File: config.mk
export PLATFORM = sky130hd
export DESIGN_NAME = fp_mult_seq_flat
export DESIGN_NICKNAME = d
export VERILOG_FILES = /design/src/rtl/fp_mult_seq_if.sv /design/src/rtl/fp_mult_seq.sv /design/src/flat_wrapper.sv
export SDC_FILE = /design/constraint.sdc
export NUM_CORES = 1
export LEC_CHECK = 0
export ABC_AREA = 1
export CAP_MARGIN = 20
export CORE_ASPECT_RATIO = 1.4
export CORE_MARGIN = 4
export CORE_UTILIZATION = 50
export DETAILED_ROUTE_END_ITERATION = 16
export PLACE_DENSITY = 0.72
export SLEW_MARGIN = 20
export SYNTH_ARGS = -nofsm -noshare
export SYNTH_HDL_FRONTEND = slang
export SYNTH_SLANG_ARGS = --single-unit
File: constraint.sdc
create_clock -name clock -period 3.65 [get_ports clock]
set_input_delay 0.5475 -clock clock [delete_from_list [all_inputs] [get_ports clock]]
set_output_delay 0.5475 -clock clock [all_outputs]
set_load 0.01 [all_outputs]
File: src/rtl/fp_mult_seq_if.sv
// Operand/result bundle of the sequential FP multiplier.
// The master drives the request and operands; the slave returns the result and status.
interface fp_mult_seq_if #(
  parameter int EXP_W = 8,
  parameter int MAN_W = 23
);
  localparam int W = 1 + EXP_W + MAN_W;

  logic         start;
  logic         rnd_mode;
  logic [W-1:0] multiplicando;
  logic [W-1:0] multiplicador;
  logic [W-1:0] produto;
  logic         done;
  logic         busy;
  logic         overflow;
  logic         underflow;

  modport master (
    output start, rnd_mode, multiplicando, multiplicador,
    input  produto, done, busy, overflow, underflow
  );

  modport slave (
    input  start, rnd_mode, multiplicando, multiplicador,
    output produto, done, busy, overflow, underflow
  );
endinterface

File: src/rtl/fp_mult_seq.sv
// Self-sequenced FP multiplier: shift-add significand product, normalise, round, special cases.
// Fixed latency of MAN_W+3 cycles from accept to done; start is ignored while busy.
module fp_mult_seq #(
  parameter int EXP_W = 8,
  parameter int MAN_W = 23
) (
  input  logic        clock,
  input  logic        reset,
  fp_mult_seq_if.slave bus
);
  localparam int N    = MAN_W + 1;
  localparam int EW   = EXP_W + 2;
  localparam int W    = 1 + EXP_W + MAN_W;
  localparam int BIAS = (2 ** (EXP_W - 1)) - 1;
  localparam int CW   = $clog2(N);
  localparam logic signed [EW-1:0] EMAX = EW'((2 ** EXP_W) - 1);

  typedef enum logic [2:0] {IDLE, MULT, NORM, ROUND, DONE} state_t;

  state_t                 state_q;
  logic                   sign_q, trunc_q, nan_q, inf_q, zero_q;
  logic [EXP_W-1:0]       ea_q, eb_q;
  logic [N-1:0]           mcand_q, man_q;
  logic [2*N-1:0]         acc_q;
  logic [CW-1:0]          cnt_q;
  logic signed [EW-1:0]   exp_q;
  logic                   grd_q, rbit_q, stk_q;
  logic [W-1:0]           prod_q;
  logic                   done_q, busy_q, ovf_q, unf_q;

  logic [EXP_W-1:0]       ea_d, eb_d;
  logic [MAN_W-1:0]       ma_d, mb_d;
  logic                   a_zero, b_zero, a_inf, b_inf, a_nan, b_nan;
  logic [N:0]             psum_d, rsum_d;
  logic [2*N-1:0]         norm_d;
  logic signed [EW-1:0]   enorm_d, efin_d;
  logic                   inc_d, ovf_d, unf_d, res_ovf_d, res_unf_d;
  logic [MAN_W-1:0]       mfin_d;
  logic [W-1:0]           res_d;

  always_comb begin
    ea_d   = bus.multiplicando[W-2 -: EXP_W];
    eb_d   = bus.multiplicador[W-2 -: EXP_W];
    ma_d   = bus.multiplicando[MAN_W-1:0];
    mb_d   = bus.multiplicador[MAN_W-1:0];
    a_zero = (ea_d == '0);
    b_zero = (eb_d == '0);
    a_inf  = (&ea_d) && (ma_d == '0);
    b_inf  = (&eb_d) && (mb_d == '0);
    a_nan  = (&ea_d) && (ma_d != '0);
    b_nan  = (&eb_d) && (mb_d != '0);
  end

  // Upper half of the accumulator gathers partial sums; the multiplier shifts out of the lower half.
  always_comb begin
    psum_d = {1'b0, acc_q[2*N-1:N]} + (acc_q[0] ? {1'b0, mcand_q} : '0);
  end

  always_comb begin
    norm_d  = acc_q[2*N-1] ? acc_q : {acc_q[2*N-2:0], 1'b0};
    enorm_d = EW'(ea_q) + EW'(eb_q) - EW'(BIAS) + EW'(acc_q[2*N-1]);
  end

  always_comb begin
    inc_d  = ~trunc_q & grd_q & (rbit_q | stk_q | man_q[0]);
    rsum_d = {1'b0, man_q} + (N+1)'(inc_d);
    mfin_d = rsum_d[N] ? rsum_d[MAN_W:1] : rsum_d[MAN_W-1:0];
    efin_d = rsum_d[N] ? exp_q + EW'(1) : exp_q;
    ovf_d  = !efin_d[EW-1] && (efin_d >= EMAX);
    unf_d  = efin_d[EW-1] || (efin_d == '0);
  end

  always_comb begin
    res_d     = {sign_q, efin_d[EXP_W-1:0], mfin_d};
    res_ovf_d = 1'b0;
    res_unf_d = 1'b0;
    if (nan_q) begin
      res_d = {1'b0, {EXP_W{1'b1}}, 1'b1, {(MAN_W-1){1'b0}}};
    end else if (inf_q) begin
      res_d = {sign_q, {EXP_W{1'b1}}, {MAN_W{1'b0}}};
    end else if (zero_q) begin
      res_d = {sign_q, {(W-1){1'b0}}};
    end else if (ovf_d) begin
      res_d     = {sign_q, {EXP_W{1'b1}}, {MAN_W{1'b0}}};
      res_ovf_d = 1'b1;
    end else if (unf_d) begin
      res_d     = {sign_q, {(W-1){1'b0}}};
      res_unf_d = 1'b1;
    end
  end

  always_ff @(posedge clock) begin
    if (reset) begin
      state_q <= IDLE;
      sign_q  <= 1'b0;
      trunc_q <= 1'b0;
      nan_q   <= 1'b0;
      inf_q   <= 1'b0;
      zero_q  <= 1'b0;
      ea_q    <= '0;
      eb_q    <= '0;
      mcand_q <= '0;
      man_q   <= '0;
      acc_q   <= '0;
      cnt_q   <= '0;
      exp_q   <= '0;
      grd_q   <= 1'b0;
      rbit_q  <= 1'b0;
      stk_q   <= 1'b0;
      prod_q  <= '0;
      done_q  <= 1'b0;
      busy_q  <= 1'b0;
      ovf_q   <= 1'b0;
      unf_q   <= 1'b0;
    end else begin
      done_q <= 1'b0;
      case (state_q)
        IDLE: begin
          if (bus.start) begin
            state_q <= MULT;
            busy_q  <= 1'b1;
            sign_q  <= bus.multiplicando[W-1] ^ bus.multiplicador[W-1];
            trunc_q <= bus.rnd_mode;
            ea_q    <= ea_d;
            eb_q    <= eb_d;
            mcand_q <= {1'b1, ma_d};
            acc_q   <= {{N{1'b0}}, 1'b1, mb_d};
            cnt_q   <= '0;
            nan_q   <= a_nan | b_nan | (a_inf & b_zero) | (a_zero & b_inf);
            inf_q   <= a_inf | b_inf;
            zero_q  <= a_zero | b_zero;
          end
        end
        MULT: begin
          acc_q <= {psum_d, acc_q[N-1:1]};
          cnt_q <= cnt_q + CW'(1);
          if (cnt_q == CW'(N - 1)) state_q <= NORM;
        end
        NORM: begin
          man_q   <= norm_d[2*N-1:N];
          grd_q   <= norm_d[N-1];
          rbit_q  <= norm_d[N-2];
          stk_q   <= |norm_d[N-3:0];
          exp_q   <= enorm_d;
          state_q <= ROUND;
        end
        ROUND: begin
          prod_q  <= res_d;
          ovf_q   <= res_ovf_d;
          unf_q   <= res_unf_d;
          done_q  <= 1'b1;
          state_q <= DONE;
        end
        DONE: begin
          busy_q  <= 1'b0;
          state_q <= IDLE;
        end
        default: state_q <= IDLE;
      endcase
    end
  end

  assign bus.produto   = prod_q;
  assign bus.done      = done_q;
  assign bus.busy      = busy_q;
  assign bus.overflow  = ovf_q;
  assign bus.underflow = unf_q;
endmodule

File: src/flat_wrapper.sv
// flat-port wrapper written by rule: the top's interface ports become plain ports
module fp_mult_seq_flat 
#(
  parameter int EXP_W = 8,
  parameter int MAN_W = 23
)
  (clock, reset, bus_start, bus_rnd_mode, bus_multiplicando, bus_multiplicador, bus_produto, bus_done, bus_busy, bus_overflow, bus_underflow);
  fp_mult_seq_if #(.EXP_W(EXP_W), .MAN_W(MAN_W)) bus_i ();
  input  logic clock;
  input  logic reset;
  input wire logic [$bits(bus_i.start)-1:0] bus_start;
  input wire logic [$bits(bus_i.rnd_mode)-1:0] bus_rnd_mode;
  input wire logic [$bits(bus_i.multiplicando)-1:0] bus_multiplicando;
  input wire logic [$bits(bus_i.multiplicador)-1:0] bus_multiplicador;
  output wire logic [$bits(bus_i.produto)-1:0] bus_produto;
  output wire logic [$bits(bus_i.done)-1:0] bus_done;
  output wire logic [$bits(bus_i.busy)-1:0] bus_busy;
  output wire logic [$bits(bus_i.overflow)-1:0] bus_overflow;
  output wire logic [$bits(bus_i.underflow)-1:0] bus_underflow;
  assign bus_i.start = bus_start;
  assign bus_i.rnd_mode = bus_rnd_mode;
  assign bus_i.multiplicando = bus_multiplicando;
  assign bus_i.multiplicador = bus_multiplicador;
  assign bus_produto = bus_i.produto;
  assign bus_done = bus_i.done;
  assign bus_busy = bus_i.busy;
  assign bus_overflow = bus_i.overflow;
  assign bus_underflow = bus_i.underflow;
  fp_mult_seq #(.EXP_W(EXP_W), .MAN_W(MAN_W)) u_core (.clock(clock), .reset(reset), .bus(bus_i));
endmodule
==> results.txt <==
worst r2r src -> u_core.trunc_q$_SDFFE_PP0P_
Crit Path Category -> flop to flop
Max transition margin -> 31.1%
Setup violations, final -> 0
Mapped Nets -> 1667
Syn Area/Cell -> 6.52 µm²
first-pass GRT wire length -> 45600 µm
Max Slew Vio Count -> 0
total leakage power -> 4.97 nW
main area contributors after synthesis -> dfxtp_1 (34%), nand2_1 (13%), nor2_1 (8.5%), a21oi_1 (6.7%), o21ai_0 (6.2%)
most frequent cells after synthesis -> nand2_1 (344), nor2_1 (230), dfxtp_1 (174)
Min-Delay Path Class -> flop to flop
Post-CTS Hold Buffers -> 0
Remaining DRCs -> 0
worst reg2reg setup slack -> 0.63 ns
Final Hold Vio Count -> 0
Initial DRC Count -> 689
die area -> 0.0227 mm²
layout cell share with drive strength beyond 1 -> 4.96%
Reg-to-Reg End -> u_core.bus.produto[7]$_SDFFE_PP0P_
io pins -> 104
PwrDens -> 410 mW/mm²
Clk Latency, worst-skew pair -> 0.43 ns
Die Span Y -> 177 µm
dpl hpwl -> 20900 µm
min-delay src -> u_core.man_q[23]$_SDFFE_PP0N_
final clock skew -> 0.00698 ns
Post-Place Setup Slack -> 0.673 ns
area of placed instances -> 0.0113 mm²
Ant. Diodes -> 0
setup ws final -> 0.631 ns
most common cell in the synthesized netlist -> nand2_1
IO Port Bufs -> 103
Critical Path Sink Type -> flop
cells after synthesis -> 1560
sequential cell area fraction in the yosys report -> 34.2%
Core Box Area -> 0.0199 mm²
post-route cell area -> 0.0120 mm²
clk sinks -> 174
Num CTS Buffers -> 17
RSZ-0062 raised after global routing -> no
pin count of the biggest net entering global routing -> 90
Post-synth EDFFs -> 0
FMAX -> 0.331 GHz
VDD IR max -> 0.274 mV
Vias -> 10300
antenna viol nets, final -> 0
Setup Total Neg Slack -> 0 ns
vias in the first global route -> 9626
Yosys top cell area share -> 34.2%
vias per cell -> 5.46
initial antenna violation count -> 0
Max-Cap Viols -> 0
status -> complete, no violations
# resized after CTS -> 0
Core Rows -> 61
root buf cell -> clkbuf_16
# H-tree levels -> 4
Synth Cell Area -> 0.0102 mm²
nets@finish -> 1728
top_reg_cell synth -> dfxtp_1
Reg2Reg Depth -> 19
async set-reset flop share out of synthesis -> 0%
GRT Total Usage -> 24.6%
hold depth -> 2
clock buffer depth -> 2
Worst-path clk slew -> 0.07 ns
Hold Path Sink -> u_core.man_q[23]$_SDFFE_PP0N_
area leader, netlist -> dfxtp_1
Arrival @ worst endpoint -> 3.30 ns
total grt overflow -> 0
worst slew pin tran -> 1.03 ns
fillcell total -> 1922
post-DR wirelength/cell -> 14.8 µm
DRT Wirelength -> 27900 µm
# Post-CTS Setup Buffers -> 0
CP Max Fanout -> 30
WP data required -> 3.93 ns
GPL Wtd Cong -> 0.948
min Tclk post-route -> 3.02 ns
Final Cycle Share -> 82.7%
Area growth, synth to finish -> 17.7%
Die Wd -> 129 µm
Setup crit start kind -> flop
CTS tree -> done
Initial Util -> 51.1%
Yosys cell types -> 46
drt pass-1 iters -> 5
Synth Register Bits -> 174
Yosys warning total -> 0
metal layers:
layer	share of wire [%]	vias up	GRT usage, %
li1	-	5308	-
met4	4.4	0	12.4
met5	0	-	0
met3	3.6	68	3.38
met1	41	4671	27.6
met2	51	249	44.8
cell families after synthesis:
kind of cell    after synthesis  synth area share, %
simple gates                761                 32.1
fa+ha+maj                    39                 4.94
compound gates              334                 17.6
flops                       174                 34.2
xor+xnor                     27                 2.32
buf+inv                     225                 8.82
layout by cell type, fill, tap and decap left out, drive strengths merged, types with 3 or more instances in the layout:
| master | netlist | routed |
|---|---|---|
| nand4 | 43 | 43 |
| a21oi | 137 | 137 |
| nor4 | 16 | 16 |
| o21a | 4 | 4 |
| o21bai | 3 | 3 |
| inv | 143 | 148 |
| o21ai | 128 | 128 |
| clkbuf | 64 | 18 |
| nand3 | 80 | 80 |
| nand3b | 3 | 3 |
| ha | 37 | 37 |
| nand2 | 351 | 351 |
| xnor2 | 8 | 8 |
| clkinv | 5 | 8 |
| buf | 13 | 17 |
| or2 | 4 | 4 |
| nor2 | 236 | 236 |
| nor3 | 24 | 24 |
| o211ai | 3 | 3 |
| xor2 | 19 | 19 |
| clkdlybuf4s50 | 0 | 102 |
| dfxtp | 174 | 174 |
| a31oi | 49 | 49 |
| bufinv | 0 | 4 |
registers in the layout (all words and copies together) (netlist names), 3 cells and up:
name / cells
u_core.mcand_q: 24
u_core.exp_q: 10
u_core.acc_q: 48
u_core.cnt_q: 5
u_core.man_q: 24
u_core.ea_q: 8
u_core.bus.produto: 32
u_core.eb_q: 8
u_core.state_q: 3
worst max-delay path: stages (launching register included):
cell	delay (ns)
dfxtp_1	0.30
inv_1	0.08
nand3_1	0.13
inv_1	0.12
ha_1	0.21
nand2_1	0.07
nor2_1	0.19
nand2_2	0.15
inv_2	0.17
nand2_4	0.20
clkinv_1	0.12
nand2_1	0.06
nand2_1	0.09
inv_2	0.06
nor2_1	0.17
nand3_4	0.27
nand2_1	0.22
clkinv_1	0.10
nand3_1	0.09
a21oi_1	0.07
power by group:
part	switching, mW	leakage [nW]	total, mW	internal (mW)
Clock	0.806	0.310	1.98	1.18
Sequential	0.106	1.42	2.13	2.02
Combinational	0.506	3.24	0.800	0.294
worst max path at each step:
| stage | slack, ns | depth (start not counted) | to | startpoint |
|---|---|---|---|---|
| global route | 0.30 | 19 | u_core.bus.produto[11]$_SDFFE_PP0P_ | u_core.trunc_q$_SDFFE_PP0P_ |
| detailed placement | 0.67 | 19 | u_core.bus.produto[11]$_SDFFE_PP0P_ | u_core.trunc_q$_SDFFE_PP0P_ |
| floorplan | 1.29 | 15 | u_core.acc_q[41]$_SDFFE_PP0P_ | u_core.acc_q[0]$_SDFFE_PP0P_ |
| finish | 0.63 | 19 | u_core.bus.produto[7]$_SDFFE_PP0P_ | u_core.trunc_q$_SDFFE_PP0P_ |
| global placement | 0.75 | 19 | u_core.bus.produto[11]$_SDFFE_PP0P_ | u_core.trunc_q$_SDFFE_PP0P_ |
| CTS | 0.65 | 19 | u_core.bus.produto[11]$_SDFFE_PP0P_ | u_core.trunc_q$_SDFFE_PP0P_ |
per-stage QoR:
| step | util (%) | power [mW] | instances | hold slack (ns) |
|---|---|---|---|---|
| 3_3_place_gp | 56.9 | 2.95 | 1854 | 0.451 |
| 5_1_grt | 60.1 | 5.15 | 1886 | 0.486 |
| 3_5_place_dp | 56.9 | 2.96 | 1854 | 0.455 |
| 6_report | 60.1 | 4.91 | 1886 | 0.463 |
| 4_1_cts | 60.1 | 4.93 | 1886 | 0.465 |
| 2_1_floorplan | - | 2.71 | 1560 | 0.441 |
cell type report:
cell class	count	area, µm²	share of cell area [%]
Inverter	148	556	4.64
Timing Repair Buffer	119	1160	9.67
Tap cell	252	315	2.63
Clock buffer	18	439	3.67
Clock inverter	14	204	1.70
Sequential cell	174	3480	29.1
Multi-Input combinational cell	1161	5820	48.6
No activity file was read; power rests on OpenSTA's default activity.
